===== src/rtl/bg_pkg.sv =====
// Shared definitions for the background scene sequencer: FSM state encoding,
// register map addresses and platform constants.
package bg_pkg;

  typedef enum logic [1:0] {
    ST_IDLE     = 2'd0,
    ST_FADE_OUT = 2'd1,
    ST_SWITCH   = 2'd2,
    ST_FADE_IN  = 2'd3
  } bg_state_t;

  localparam logic [1:0] ADDR_REQ_BG = 2'd0;
  localparam logic [1:0] ADDR_SPEED  = 2'd1;
  localparam logic [1:0] ADDR_CTRL   = 2'd2;
  localparam logic [1:0] ADDR_STATUS = 2'd3;

  localparam int unsigned NUM_BG_MAX = 4;
  localparam int unsigned H_WRAP_XGA = 1024;

endpackage


===== src/rtl/bg_frame_tick.sv =====
// Frame tick generator: one-cycle pulse on the cycle after a vsync rising edge.
// Ports: clk, rst (async active-high), vsync (in), frame_tick (out, registered).
module bg_frame_tick (
  input  logic clk,
  input  logic rst,
  input  logic vsync,
  output logic frame_tick
);

  logic r_vsync_d;
  logic r_tick;

  // History resets high so a vsync already high at reset release is not an edge.
  always_ff @(posedge clk or posedge rst) begin
    if (rst) begin
      r_vsync_d <= 1'b1;
      r_tick    <= 1'b0;
    end else begin
      r_vsync_d <= vsync;
      r_tick    <= vsync & ~r_vsync_d;
    end
  end

  assign frame_tick = r_tick;

endmodule


===== src/rtl/bg_scene_sequencer.sv =====
// Background scene sequencer: fades out, swaps the active background, fades
// back in; also drives horizontal scroll and star twinkle phase per frame.
// Optional feature macro BG_AUTO_CYCLE_EN: automatic background advance after
// AUTO_PERIOD idle frames when ctrl.auto_en is set.
// Ports:
//   clk, rst (async active-high), vsync (frame sync)
//   cfg_we/cfg_addr/cfg_wdata : register write port; cfg_rdata : comb readback
//   bg_sel, bg_en (one-hot), scroll_x, twinkle, fade_level, busy : registered
module bg_scene_sequencer
  import bg_pkg::*;
#(
  parameter int unsigned NUM_BG      = 4,
  parameter int unsigned FADE_FRAMES = 4,
  parameter int unsigned AUTO_PERIOD = 600,
  parameter int unsigned H_WRAP      = H_WRAP_XGA
) (
  input  logic              clk,
  input  logic              rst,
  input  logic              vsync,
  input  logic              cfg_we,
  input  logic [1:0]        cfg_addr,
  input  logic [7:0]        cfg_wdata,
  output logic [7:0]        cfg_rdata,
  output logic [1:0]        bg_sel,
  output logic [NUM_BG-1:0] bg_en,
  output logic [9:0]        scroll_x,
  output logic [2:0]        twinkle,
  output logic [1:0]        fade_level,
  output logic              busy
);

  localparam logic [3:0] FADE_LAST = 4'(FADE_FRAMES - 1);

  bg_state_t         r_state;
  logic [1:0]        r_bg_sel;
  logic [NUM_BG-1:0] r_bg_en;
  logic [1:0]        r_req_bg;
  logic [3:0]        r_speed;
  logic [1:0]        r_ctrl;
  logic [9:0]        r_scroll;
  logic [2:0]        r_twinkle;
  logic [1:0]        r_fade;
  logic [3:0]        r_fade_cnt;
  logic              r_busy;

  logic              w_frame_tick;
  logic [10:0]       w_scroll_sum;
  logic [9:0]        w_scroll_next;
  logic [1:0]        w_req_mod;
  logic              w_req_wr;

  bg_frame_tick u_frame_tick (
    .clk        (clk),
    .rst        (rst),
    .vsync      (vsync),
    .frame_tick (w_frame_tick)
  );

  // Exact modular wrap: speed never exceeds 15, so one subtraction suffices.
  assign w_scroll_sum  = 11'(r_scroll) + 11'(r_speed);
  assign w_scroll_next = (w_scroll_sum >= 11'(H_WRAP)) ? 10'(w_scroll_sum - 11'(H_WRAP))
                                                       : 10'(w_scroll_sum);
  assign w_req_mod     = 2'(cfg_wdata % 8'(NUM_BG));
  assign w_req_wr      = cfg_we && (cfg_addr == ADDR_REQ_BG);

`ifdef BG_AUTO_CYCLE_EN
  localparam logic [9:0] AUTO_LAST = 10'(AUTO_PERIOD - 1);
  logic [9:0] r_auto_cnt;
  logic [1:0] w_auto_next;
  assign w_auto_next = 2'((32'(r_bg_sel) + 32'd1) % NUM_BG);
`else
  logic w_unused_auto;
  assign w_unused_auto = ^10'(AUTO_PERIOD);
`endif

  // Sequencer FSM plus frame-rate state and register file. Register writes are
  // placed last so a coincident frame tick sees pre-write values.
  always_ff @(posedge clk or posedge rst) begin
    if (rst) begin
      r_state    <= ST_IDLE;
      r_bg_sel   <= 2'd0;
      r_bg_en    <= NUM_BG'(1);
      r_req_bg   <= 2'd0;
      r_speed    <= 4'd1;
      r_ctrl     <= 2'b01;
      r_scroll   <= 10'd0;
      r_twinkle  <= 3'd0;
      r_fade     <= 2'd3;
      r_fade_cnt <= 4'd0;
      r_busy     <= 1'b0;
`ifdef BG_AUTO_CYCLE_EN
      r_auto_cnt <= 10'd0;
`endif
    end else begin
      if (w_frame_tick) begin
        r_twinkle <= r_twinkle + 3'd1;
        if (r_ctrl[0]) r_scroll <= w_scroll_next;
      end

      case (r_state)
        ST_IDLE: begin
          if (w_frame_tick && (r_req_bg != r_bg_sel)) begin
            r_state    <= ST_FADE_OUT;
            r_busy     <= 1'b1;
            r_fade_cnt <= 4'd0;
          end
        end
        ST_FADE_OUT: begin
          if (w_frame_tick) begin
            if (r_fade_cnt == FADE_LAST) begin
              r_fade_cnt <= 4'd0;
              r_fade     <= r_fade - 2'd1;
              if (r_fade == 2'd1) r_state <= ST_SWITCH;
            end else begin
              r_fade_cnt <= r_fade_cnt + 4'd1;
            end
          end
        end
        ST_SWITCH: begin
          // Request sampled here; an unchanged request leaves the scene alone.
          if (r_req_bg != r_bg_sel) begin
            r_bg_sel <= r_req_bg;
            r_bg_en  <= NUM_BG'(1) << r_req_bg;
            r_scroll <= 10'd0;
          end
          r_state <= ST_FADE_IN;
        end
        ST_FADE_IN: begin
          if (w_frame_tick) begin
            if (r_fade_cnt == FADE_LAST) begin
              r_fade_cnt <= 4'd0;
              r_fade     <= r_fade + 2'd1;
              if (r_fade == 2'd2) begin
                r_state <= ST_IDLE;
                r_busy  <= 1'b0;
              end
            end else begin
              r_fade_cnt <= r_fade_cnt + 4'd1;
            end
          end
        end
        default: r_state <= ST_IDLE;
      endcase

`ifdef BG_AUTO_CYCLE_EN
      // Idle frame counter; a host write of req_bg takes precedence.
      if (w_req_wr) begin
        r_auto_cnt <= 10'd0;
      end else if ((r_state == ST_IDLE) && w_frame_tick) begin
        if (r_req_bg != r_bg_sel) begin
          r_auto_cnt <= 10'd0;
        end else if (r_ctrl[1]) begin
          if (r_auto_cnt == AUTO_LAST) begin
            r_auto_cnt <= 10'd0;
            r_req_bg   <= w_auto_next;
          end else begin
            r_auto_cnt <= r_auto_cnt + 10'd1;
          end
        end
      end
`endif

      if (cfg_we) begin
        case (cfg_addr)
          ADDR_REQ_BG: r_req_bg <= w_req_mod;
          ADDR_SPEED:  r_speed  <= cfg_wdata[3:0];
`ifdef BG_AUTO_CYCLE_EN
          ADDR_CTRL:   r_ctrl   <= cfg_wdata[1:0];
`else
          ADDR_CTRL:   r_ctrl   <= {1'b0, cfg_wdata[0]};
`endif
          default: ;
        endcase
      end
    end
  end

  // Register readback.
  always_comb begin
    cfg_rdata = 8'h00;
    case (cfg_addr)
      ADDR_REQ_BG: cfg_rdata = {6'b0, r_req_bg};
      ADDR_SPEED:  cfg_rdata = {4'b0, r_speed};
      ADDR_CTRL:   cfg_rdata = {6'b0, r_ctrl};
      ADDR_STATUS: cfg_rdata = {r_busy, r_state, 3'b000, r_bg_sel};
      default:     cfg_rdata = 8'h00;
    endcase
  end

  assign bg_sel     = r_bg_sel;
  assign bg_en      = r_bg_en;
  assign scroll_x   = r_scroll;
  assign twinkle    = r_twinkle;
  assign fade_level = r_fade;
  assign busy       = r_busy;

endmodule


===== config.mk =====
export PLATFORM = sky130hd
export DESIGN_NAME = bg_scene_sequencer
export DESIGN_NICKNAME = d
export VERILOG_FILES = /design/src/rtl/bg_pkg.sv /design/src/rtl/bg_frame_tick.sv /design/src/rtl/bg_scene_sequencer.sv
export SDC_FILE = /design/constraint.sdc
export NUM_CORES = 1
export LEC_CHECK = 0
export CORE_ASPECT_RATIO = 0.5
export CORE_MARGIN = 4
export CORE_UTILIZATION = 45
export DETAILED_ROUTE_END_ITERATION = 6
export GPL_ROUTABILITY_DRIVEN = 0
export GPL_TIMING_DRIVEN = 0
export PLACE_DENSITY_LB_ADDON = 0.2
export SYNTH_ARGS = -nofsm -noshare
export SYNTH_HDL_FRONTEND = slang
export SYNTH_SLANG_ARGS = --single-unit

===== constraint.sdc =====
create_clock -name clk -period 1.71 [get_ports clk]
set_clock_uncertainty 0.1 [all_clocks]
set_input_delay 0.4275 -clock clk [delete_from_list [all_inputs] [get_ports clk]]
set_output_delay 0.4275 -clock clk [all_outputs]
set_load 0.01 [all_outputs]

== After elaboration in Yosys (flattened, before gate mapping) ==
Index checks and enable logic that the tools add are counted.

* Flip-flop bits (word level): 37
* Output and inout bits: 30
* Word-level logic and storage cells: 84

* Add/subtract/negate cells: 6
* Bitwise operators: 2
* Shift-type cells: 1
* Magnitude comparators: 1
* Equality and inequality tests: 18
* Mux-type cells: 28
* Reductions and logical operators: 15

{| class="wikitable"
|+ Operators with widths
! kind !! count
|-
| $mux 10 || 5
|-
| $pmux 8 s4 || 1
|-
| $mux 2 || 11
|-
| $mux 4 || 3
|-
| $add 10x4->11 || 1
|-
| $ge 11x11->1 const B || 1
|-
| $eq 2x2->1 const B || 5
|-
| $ne 2x2->1 const B || 5
|-
| $reduce_and 5->1 || 2
|-
| $sub 10x1->10 const B || 1
|-
| $pmux 2 s4 || 1
|-
| $pmux 4 s2 || 1
|-
| $reduce_and 2->1 || 4
|-
| $reduce_and 7->1 || 1
|-
| $eq 2x1->1 const B || 3
|-
| $ne 2x1->1 const B || 3
|-
| $reduce_bool 2->1 || 3
|-
| $add 4x1->4 const B || 1
|-
| $eq 4x2->1 const B || 1
|-
| $logic_not 2->1 || 2
|-
| $mux 1 || 4
|-
| $pmux 2 s2 || 1
|-
| $shl 1x2->4 const A || 1
|-
| $add 3x1->3 const B || 1
|-
| 9 further kinds || 9
|}

== Depth between registers and ports, before layout ==
Gate-level depths: netlist of the first run.

* Word-level depth: 7
* Gate-level depth with buffers: 6
* Gate-level depth less buffers: 6

== Modules after synthesis ==
Synthesis of the first run repeated with hierarchy kept, for this count alone.

* Cells, all modules: 189
* Area, all modules: 2028.2 um^2

{| class="wikitable"
|+ Modules (own cells, without submodules)
! module !! cells each !! area each (um^2) !! seq. area each (um^2) !! times used
|-
| bg_scene_sequencer || 185 || 1959.4 || 882.1 || 1
|-
| bg_frame_tick || 4 || 68.8 || 51.3 || 1
|}

== Worst setup path after synthesis of the first run ==
No wires, ideal clock.

* Path type: reg-to-reg
* From: register r_scroll[0] (netlist: scroll_x[0])
* To: register r_scroll[4] (netlist: scroll_x[4])
* Clock period less this slack: 1878 ps
* Data required time: 1474 ps
* Arrival: 1642 ps
* Library setup time: 136 ps
* Setup slack: -168 ps
* Stages on the path, launching flop included: 7
* Buffers on the path: 0
* Cell sequence: dfrtp_1 > ha_1 > fa_1 > a21o_1 > a21oi_1 > or3_1 > a21oi_1

* Longest elaborated chain between the ends: 7

{| class="wikitable"
|+ Ends and longest elaborated chain
! item !! RTL line !! RTL
|-
| start, declared || bg_scene_sequencer.sv:40 || <nowiki>logic [9:0] r_scroll;</nowiki>
|-
| start signal, assigned || bg_scene_sequencer.sv:97 || <nowiki>if (r_ctrl[0]) r_scroll <= w_scroll_next;</nowiki>
|-
| $add 10x4->11 * || bg_scene_sequencer.sv:60 || <nowiki>assign w_scroll_sum = 11'(r_scroll) + 11'(r_speed);</nowiki>
|-
| $sub 10x1->10 or $ge 11x11->1 (tied branches) || bg_scene_sequencer.sv:61 || <nowiki>assign w_scroll_next = (w_scroll_sum >= 11'(H_WRAP)) ? 10'(w_scroll_sum - 11'(H_WRAP))</nowiki>
|-
| $mux 10 * || bg_scene_sequencer.sv:61 ||
|-
| $mux 10 * || bg_scene_sequencer.sv:97 ||
|-
| $mux 10 * || bg_scene_sequencer.sv:95 || <nowiki>if (w_frame_tick) begin</nowiki>
|-
| $mux 10 || bg_scene_sequencer.sv:121 || <nowiki>if (r_req_bg != r_bg_sel) begin</nowiki>
|-
| $mux 10 * || bg_scene_sequencer.sv:100 || <nowiki>case (r_state)</nowiki>
|}

Mark *: on every way between the ends. The rest lies on a longest branch, timed or not.
A chain may end at the register's enable or synchronous reset.

== Final worst setup path of the first run ==
* From: register r_bg_sel[0] (netlist: bg_sel[0])
* To: register r_state[1]

* Longest elaborated chain between the ends: 4

{| class="wikitable"
|+ Ends and longest elaborated chain
! item !! RTL line !! RTL
|-
| start, declared || bg_scene_sequencer.sv:35 || <nowiki>logic [1:0] r_bg_sel;</nowiki>
|-
| start signal, assigned || bg_scene_sequencer.sv:122 || <nowiki>r_bg_sel <= r_req_bg;</nowiki>
|-
| $ne 2x2->1 || bg_scene_sequencer.sv:102 || <nowiki>if (w_frame_tick && (r_req_bg != r_bg_sel)) begin</nowiki>
|-
| $logic_and 1x1->1 || bg_scene_sequencer.sv:102 ||
|-
| $ne 2x2->1 (no source line) || -- ||
|-
| $reduce_and 7->1 (no source line) || -- ||
|-
| end signal, assigned || bg_scene_sequencer.sv:103 || <nowiki>r_state <= ST_FADE_OUT;</nowiki>
|-
| end signal, assigned || bg_scene_sequencer.sv:113 || <nowiki>if (r_fade == 2'd1) r_state <= ST_SWITCH;</nowiki>
|-
| end signal, assigned || bg_scene_sequencer.sv:126 || <nowiki>r_state <= ST_FADE_IN;</nowiki>
|-
| end, declared || bg_scene_sequencer.sv:34 || <nowiki>bg_state_t r_state;</nowiki>
|}

No other way between the ends.

==> results of run 1 <==
[power groups by stage]
stage | logic (mW) | clock network, mW | registers, mW
floorplan | 1.05 | 0 | 1.44
finish | 2.32 | 0.639 | 1.34
CTS | 2.12 | 0.653 | 1.34
global route | 2.54 | 0.680 | 1.38
detailed placement | 1.76 | 0 | 1.42
global placement | 1.67 | 0 | 1.40
[cells by family (layout without fill, tap and decap cells)]
| kind of cell | after synthesis | count (layout) | share of synthesized area [%] |
|---|---|---|---|
| and+or+nand+nor | 53 | 53 | 14.5 |
| muxes | 15 | 15 | 8.91 |
| adders and majority gates | 14 | 14 | 9.10 |
| other | 1 | 1 | 0.187 |
| DFF | 37 | 37 | 46.5 |
| buffers and inverters | 14 | 84 | 2.93 |
| xor gates and xnor gates | 6 | 6 | 3.36 |
| AOI/OAI and AO/OA | 46 | 46 | 14.5 |
[cell usage after synthesis, types with 3 or more instances]
| cell | instances |
|---|---|
| nand2b_1 | 4 |
| nand2_1 | 18 |
| ha_1 | 13 |
| nor2_1 | 5 |
| and2_1 | 3 |
| and3_1 | 4 |
| dfstp_2 | 6 |
| clkbuf_1 | 3 |
| inv_1 | 8 |
| mux2_2 | 12 |
| or3_1 | 5 |
| dfrtp_1 | 31 |
| nand3b_1 | 4 |
| xnor2_1 | 3 |
| o21a_1 | 3 |
| a21oi_1 | 12 |
| o21ai_0 | 13 |
[timing repair]
item / CTS / global route
endpoints found under the setup margin: 38 / 28
pin swaps: 19 / 14
buffers inserted: 22 / 3
resized for setup: 56 / 29
[per-layer routing]
metal / track usage (%) / up-vias
li1: - / 804
met1: 22.5 / 811
met2: 30.8 / 35
met3: 5.03 / 2
met4: 4.67 / 0
met5: 0 / -
[metrics by stage]
step                total power [mW]  cell area [µm²]  util, %
floorplan                       2.49             2050        -
global placement                3.07             2490     60.6
detailed placement              3.18             2490     60.6
CTS                             4.11             2780     67.8
global route                    4.60             2900     70.6
finish                          4.30             2900     70.6
[critical path: cells and delay by family (launching register included)]
family | cells | cell delay [ns]
flops | 1 | 0.42
mux | 1 | 0.30
buf+inv | 2 | 0.31
xor+xnor | 1 | 0.20
compound gates | 2 | 0.44
[final cells by class]
cell class                      count  area share, %
Buffer                              6           1.77
Clock buffer                        8           3.11
Inverter                            8           1.04
Multi-Input combinational cell    135           40.3
Sequential cell                    37           32.4
Tap cell                           54           2.33
Timing Repair Buffer               62           19.0
[flip-flops by register name (all words and copies together), names as in the netlist]
signal                   cells
r_fade_cnt                   4
scroll_x                    10
r_state                      2
fade_level                   2
r_speed                      4
twinkle                      3
r_ctrl                       1
bg_en                        4
u_frame_tick.frame_tick      1
u_frame_tick.r_vsync_d       1
bg_sel                       2
r_req_bg                     2
busy                         1
[how the worst min path moves through the flow]
stage	start	endpoint	slack, ns	cells after the start
CTS	twinkle[2]	twinkle[2]	0.38	1
global placement	twinkle[2]	twinkle[2]	0.36	1
global route	twinkle[2]	twinkle[2]	0.40	1
finish	twinkle[2]	twinkle[2]	0.37	1
floorplan	vsync	u_frame_tick.r_vsync_d	0.33	0
detailed placement	twinkle[2]	twinkle[2]	0.37	1
==> flow_results.xml, run 1 <==
<?xml version="1.0" encoding="UTF-8"?>
<metrics>
  <group name="status">
    <metric name="status" unit="">complete, but fails checks</metric>
    <metric name="failed_checks" unit="">setup timing</metric>
  </group>
  <group name="power">
    <metric name="p_seq_share" unit="%">31.2</metric>
    <metric name="switchingPower" unit="mW">1.63</metric>
    <metric name="netSwitchingFraction" unit="%">37.9</metric>
    <metric name="irDropWorstVdd" unit="mV">0.840</metric>
    <metric name="p_clk_share" unit="%">14.9</metric>
    <metric name="static-leakage-power" unit="nW">1.39</metric>
    <metric name="power.combinational.fraction" unit="%">53.9</metric>
    <metric name="pwr_density_cell" unit="nW/µm²">1480</metric>
    <metric name="p_int" unit="mW">2.67</metric>
  </group>
  <group name="final_layout">
    <metric name="mostFrequentLayoutCell" unit="">dfrtp_1</metric>
    <metric name="area_growth" unit="%">44.4</metric>
    <metric name="most-common-layout-cells" unit="">dfrtp_1, buf_4, dlygate4sd2_1</metric>
    <metric name="cell_count_final_fillers_out" unit="">310</metric>
    <metric name="fin_nets" unit="">283</metric>
    <metric name="insertedDiodeCount" unit="">0</metric>
    <metric name="final-seq-area" unit="µm²">940</metric>
    <metric name="multi_input_comb_area" unit="µm²">1170</metric>
    <metric name="share_of_post_route_cells_with_drive_strength_above_1" unit="%">35.9</metric>
    <metric name="fillers" unit="">301</metric>
  </group>
  <group name="synth">
    <metric name="synth_sequential_area_ratio" unit="%">46.5</metric>
    <metric name="syn_nets" unit="">214</metric>
    <metric name="synth_top_cell_by_area" unit="">dfrtp_1</metric>
    <metric name="synth-async-reset-ratio" unit="%">100</metric>
    <metric name="synth_area" unit="µm²">2010</metric>
    <metric name="share_of_the_synthesized_area_in_the_top_cell_type" unit="%">38.6</metric>
    <metric name="synthesis.yosys.warnings" unit="">0</metric>
    <metric name="synth.area.top_cells" unit="">dfrtp_1, ha_1, dfstp_2</metric>
    <metric name="yosys_most_used_dff" unit="">dfrtp_1</metric>
    <metric name="synthDistinctLibCells" unit="">47</metric>
    <metric name="synth-seq-cells" unit="">37</metric>
    <metric name="instance_count_of_the_mapped_netlist" unit="">186</metric>
    <metric name="synth_area_per_cell" unit="µm²">10.8</metric>
    <metric name="synth-edff-count" unit="">0</metric>
  </group>
  <group name="clocking">
    <metric name="tritoncts" unit="">done</metric>
    <metric name="cts_max_path_buffers" unit="">2</metric>
    <metric name="cts.clk_slew.worst_paths" unit="ns">0.07</metric>
    <metric name="clk-insertion-delay-late" unit="ns">0.29</metric>
    <metric name="cts_max_level" unit="">2</metric>
    <metric name="cts_num_sinks" unit="">37</metric>
    <metric name="cts-hold-fix-buffers" unit="">0</metric>
    <metric name="cts-buffers-inserted" unit="">5</metric>
    <metric name="clock_tree.root_cell" unit="">clkbuf_8</metric>
  </group>
  <group name="global_route">
    <metric name="global_route_wire_length_before_repair" unit="µm">8140</metric>
    <metric name="grt_remaining_overflow" unit="">0</metric>
    <metric name="largest_net_degree_at_the_start_of_global_routing" unit="">38</metric>
    <metric name="via_count_of_the_first_global_routing_pass" unit="">1709</metric>
    <metric name="grt_use_total" unit="%">18.1</metric>
    <metric name="number_of_antenna_violations_at_the_first_check_in_global_routing" unit="">0</metric>
  </group>
  <group name="floorplan">
    <metric name="fp.coreArea" unit="µm²">4100</metric>
    <metric name="start_util" unit="%">48.9</metric>
    <metric name="dieHeight" unit="µm">55.2</metric>
    <metric name="die_area" unit="µm²">5660</metric>
    <metric name="rows" unit="">16</metric>
    <metric name="chipWidth" unit="µm">102</metric>
    <metric name="design.portCount" unit="">44</metric>
  </group>
  <group name="worst_setup_path">
    <metric name="worst_setup_path_start_kind" unit="">flip-flop</metric>
    <metric name="cp_data_required_time" unit="ns">1.78</metric>
    <metric name="timing.critical_path.cells" unit="">buf_6 -&gt; xor2_4 -&gt; o21ai_2 -&gt; a222oi_1 -&gt; buf_4 -&gt; mux2_4</metric>
    <metric name="worst_setup_path_end_kind" unit="">flip-flop</metric>
    <metric name="critical_path_source" unit="">bg_sel[0]</metric>
    <metric name="reg2reg_setup_slack" unit="ns">-0.18</metric>
    <metric name="crit_path_top_delay_cell" unit="">dfrtp_2</metric>
    <metric name="endpoint" unit="">r_state[1]</metric>
    <metric name="worst_reg2reg_path_length_in_cells" unit="">6</metric>
    <metric name="critical_path.reg2reg.endpoint" unit="">r_state[1]</metric>
    <metric name="slowest_delay" unit="ns">0.42</metric>
    <metric name="timing.rr.start" unit="">bg_sel[0]</metric>
    <metric name="timing.critical_path.arrival" unit="ns">1.96</metric>
    <metric name="crit_type" unit="">flip-flop to flip-flop</metric>
    <metric name="worstPathMaxFanout" unit="">4</metric>
  </group>
  <group name="placed_design">
    <metric name="pre_cts_slack" unit="ns">-0.779</metric>
    <metric name="io_buffers" unit="">37</metric>
    <metric name="placed_cells" unit="">277</metric>
    <metric name="detailed_place_hpwl" unit="µm">3130</metric>
  </group>
  <group name="flow_run">
    <metric name="max-cap-violations" unit="">0</metric>
  </group>
  <group name="timing">
    <metric name="report.final.slew_viol_count" unit="">0</metric>
    <metric name="fin_hold_ws" unit="ns">0.371</metric>
    <metric name="setup_viol" unit="">18</metric>
    <metric name="max_clock_freq" unit="MHz">529</metric>
    <metric name="min_period_over_period" unit="%">111</metric>
    <metric name="final_critical_path_setup_slack" unit="ns">-0.180</metric>
    <metric name="final-hold-violation-count" unit="">0</metric>
    <metric name="slew-limit-headroom" unit="%">47.6</metric>
    <metric name="worst_slew_pin_slew" unit="ns">0.785</metric>
    <metric name="totalNegativeSetupSlack" unit="ns">-1.22</metric>
    <metric name="rsz0062_at_grt" unit="">yes</metric>
    <metric name="timing.final.crit_period" unit="ns">1.89</metric>
  </group>
  <group name="detailed_routing">
    <metric name="detailedRoute.firstIterationViolations" unit="">50</metric>
    <metric name="drt_first_pass_iters" unit="">4</metric>
    <metric name="drt-total-wl" unit="µm">4860</metric>
    <metric name="ant_nets" unit="">0</metric>
    <metric name="routedWlPerCell" unit="µm">15.7</metric>
    <metric name="drc" unit="">0</metric>
    <metric name="maxUsedRoutingLayer" unit="">met4</metric>
    <metric name="detailed_routed_wire_length_on_met2" unit="µm">2580</metric>
    <metric name="num_vias" unit="">1652</metric>
    <metric name="routed_via_density" unit="">5.33</metric>
    <metric name="wl_met3" unit="µm">277</metric>
    <metric name="m1WireLength" unit="µm">1980</metric>
  </group>
  <group name="min_path">
    <metric name="hold_removal_path_class" unit="">flip-flop to flip-flop</metric>
  </group>
</metrics>
Note: power is estimated with default switching activity, not from simulation.
==> run 2: changes to the inputs <==
- PLACE_DENSITY: not set -> 0.84
- PLACE_DENSITY_LB_ADDON: 0.2 -> not set
==> run 2 against run 1 <==
  * The run still ends with setup timing left
  * Worst hold slack improved by 0.014 ns
  * Fmax shrank 2.4%
  * Critical path depth shrank 1
  * Combinational power increased by 7%
  * Utilization grew 2.1 points
  * Total power up 3.1%
  * Final cell count rose by 1.6%
  * Sequential cell count did not move
  * Cell area grew 2.9%
  * Sequential power hardly changed
  * Die area unchanged
==> flow_results.xml, run 2 (synthesis results as in run 1) <==
<?xml version="1.0" encoding="UTF-8"?>
<metrics>
  <group name="floorplan">
    <metric name="fp.coreArea" unit="µm²">4100</metric>
    <metric name="chipWidth" unit="µm">102</metric>
    <metric name="rows" unit="">16</metric>
    <metric name="die_area" unit="µm²">5660</metric>
    <metric name="start_util" unit="%">48.9</metric>
    <metric name="design.portCount" unit="">44</metric>
    <metric name="dieHeight" unit="µm">55.2</metric>
  </group>
  <group name="final_layout">
    <metric name="final-seq-area" unit="µm²">938</metric>
    <metric name="finish.utilization" unit="%">72.7</metric>
    <metric name="fin_nets" unit="">288</metric>
    <metric name="largest_register_ff_count" unit="">10</metric>
    <metric name="fin_area" unit="µm²">2980</metric>
    <metric name="insertedDiodeCount" unit="">0</metric>
    <metric name="cell_count_final_fillers_out" unit="">315</metric>
    <metric name="multi_input_comb_area" unit="µm²">1210</metric>
    <metric name="share_of_post_route_cells_with_drive_strength_above_1" unit="%">38.7</metric>
    <metric name="fillers" unit="">259</metric>
    <metric name="most-common-layout-cells" unit="">buf_4, dfrtp_1, dlygate4sd2_1</metric>
    <metric name="area_growth" unit="%">48.6</metric>
  </group>
  <group name="timing">
    <metric name="final-hold-violation-count" unit="">0</metric>
    <metric name="max_clock_freq" unit="MHz">516</metric>
    <metric name="slew-limit-headroom" unit="%">59.0</metric>
    <metric name="min_period_over_period" unit="%">113</metric>
    <metric name="timing.final.crit_period" unit="ns">1.94</metric>
    <metric name="rsz0062_at_grt" unit="">yes</metric>
    <metric name="final_critical_path_setup_slack" unit="ns">-0.227</metric>
    <metric name="report.final.slew_viol_count" unit="">0</metric>
    <metric name="setup_viol" unit="">11</metric>
    <metric name="worst_slew_pin_slew" unit="ns">0.614</metric>
  </group>
  <group name="clocking">
    <metric name="cts_max_path_buffers" unit="">2</metric>
    <metric name="clk-insertion-delay-late" unit="ns">0.29</metric>
    <metric name="tritoncts" unit="">done</metric>
    <metric name="clock_tree.root_cell" unit="">clkbuf_8</metric>
    <metric name="cts.clk_slew.worst_paths" unit="ns">0.07</metric>
    <metric name="cts_max_level" unit="">2</metric>
    <metric name="cts_num_sinks" unit="">37</metric>
    <metric name="cts-buffers-inserted" unit="">5</metric>
  </group>
  <group name="detailed_routing">
    <metric name="maxUsedRoutingLayer" unit="">met4</metric>
    <metric name="ant_nets" unit="">0</metric>
    <metric name="wl_met3" unit="µm">207</metric>
    <metric name="m1WireLength" unit="µm">2170</metric>
    <metric name="routed_via_density" unit="">5.60</metric>
    <metric name="drt_first_pass_iters" unit="">4</metric>
    <metric name="detailedRoute.firstIterationViolations" unit="">72</metric>
    <metric name="drt-total-wl" unit="µm">5470</metric>
    <metric name="drc" unit="">0</metric>
    <metric name="detailed_routed_wire_length_on_met2" unit="µm">3000</metric>
    <metric name="num_vias" unit="">1763</metric>
    <metric name="routedWlPerCell" unit="µm">17.4</metric>
  </group>
  <group name="global_route">
    <metric name="via_count_of_the_first_global_routing_pass" unit="">1823</metric>
    <metric name="grt_remaining_overflow" unit="">0</metric>
    <metric name="largest_net_degree_at_the_start_of_global_routing" unit="">25</metric>
    <metric name="number_of_antenna_violations_at_the_first_check_in_global_routing" unit="">0</metric>
    <metric name="global_route_wire_length_before_repair" unit="µm">8420</metric>
    <metric name="grt_use_total" unit="%">18.5</metric>
  </group>
  <group name="worst_setup_path">
    <metric name="timing.critical_path.arrival" unit="ns">2.01</metric>
    <metric name="worst_setup_path_start_kind" unit="">flip-flop</metric>
    <metric name="cp_data_required_time" unit="ns">1.78</metric>
    <metric name="worst_setup_path_end_kind" unit="">flip-flop</metric>
    <metric name="worstPathMaxFanout" unit="">3</metric>
    <metric name="crit_type" unit="">flip-flop to flip-flop</metric>
  </group>
  <group name="flow_run">
    <metric name="max-cap-violations" unit="">0</metric>
  </group>
  <group name="power">
    <metric name="switchingPower" unit="mW">1.73</metric>
    <metric name="p_clk_share" unit="%">13.6</metric>
    <metric name="p_total" unit="mW">4.43</metric>
    <metric name="netSwitchingFraction" unit="%">39.0</metric>
    <metric name="irDropWorstVdd" unit="mV">0.661</metric>
    <metric name="power.combinational.fraction" unit="%">55.8</metric>
    <metric name="pwr_density_cell" unit="nW/µm²">1490</metric>
    <metric name="p_seq_share" unit="%">30.5</metric>
    <metric name="static-leakage-power" unit="nW">1.39</metric>
    <metric name="p_int" unit="mW">2.70</metric>
  </group>
  <group name="placed_design">
    <metric name="detailed_place_hpwl" unit="µm">3220</metric>
    <metric name="io_buffers" unit="">37</metric>
    <metric name="placed_cells" unit="">278</metric>
    <metric name="placedInstanceArea" unit="µm²">2520</metric>
    <metric name="pre_cts_slack" unit="ns">-0.788</metric>
  </group>
  <group name="status">
    <metric name="status" unit="">complete, but fails checks</metric>
    <metric name="failed_checks" unit="">setup timing</metric>
  </group>
  <group name="min_path">
    <metric name="hold_removal_path_class" unit="">flip-flop to flip-flop</metric>
  </group>
</metrics>
## run 2: cell types whose count changed in the layout (fill, tap and decap cells not counted), moves of 2 or more
cell,previous run,this run
buf_4,24,27
buf_6,5,7
dlygate4sd2_1,19,22
dlymetal6s2s_1,5,2
ha_1,7,5
ha_4,3,5
o21ai_1,6,4
o21ai_2,1,4
or3_1,1,3
or3_4,4,2
## run 2: area by class of cell
| cell class | count | area share, % |
|---|---|---|
| repair buffers | 68 | 20.4 |
| well taps | 54 | 2.26 |
| clock buffers | 8 | 2.68 |
| multi-input cells | 135 | 40.5 |
| flip-flops and latches | 37 | 31.4 |
| plain buffers | 5 | 1.59 |
| inverters | 8 | 1.09 |
## run 2: critical path, cell delays in order, from the launching register on
cell      delay [ns]
dfrtp_1         0.39
ha_2            0.20
and4bb_2        0.28
nand2_2         0.07
a222oi_1        0.41
mux2_1          0.37
## run 2: routing by layer
layer,global-route usage [%],up-vias
li1,-,814
met1,20.7,884
met2,33.4,54
met3,3.89,11
met4,8.22,0
met5,0,-
## run 2: timing repair
action	4_1_cts	5_1_grt
pin swaps	19	13
endpoints found under the hold margin	0	0
buffers inserted	23	7
endpoints found under the setup margin	41	23
hold buffers	0	0
gates resized for setup	60	35
## run 2: through the flow
step / setup TNS (ns) / hold WS, ns
3_3_place_gp: -21.62 / 0.359
6_report: -1.13 / 0.385
5_1_grt: -1.87 / 0.393
3_5_place_dp: -7.41 / 0.376
2_1_floorplan: -0.129 / 0.332
4_1_cts: -1.10 / 0.383
## run 2: path summary, 6_finish.rpt
kind	from	to	slack (ns)	cells after the start
max	r_fade_cnt[1]	r_state[1]	-0.23	5
min	bg_en[0]	bg_en[0]	0.39	2
min reg2reg	bg_en[0]	bg_en[0]	0.39	2
min in group asynchronous	rst	r_fade_cnt[2]	0.40	2
max reg2reg	r_fade_cnt[1]	r_state[1]	-0.23	5
max in group asynchronous	rst	bg_en[0]	0.50	3
## run 2: power by group through the flow
stage,Sequential (mW),Combinational [mW],Clock (mW)
2_1_floorplan,1.44,1.05,0
3_3_place_gp,1.40,1.67,0
3_5_place_dp,1.42,1.74,0
4_1_cts,1.33,2.08,0.595
5_1_grt,1.38,2.69,0.648
6_report,1.35,2.48,0.604
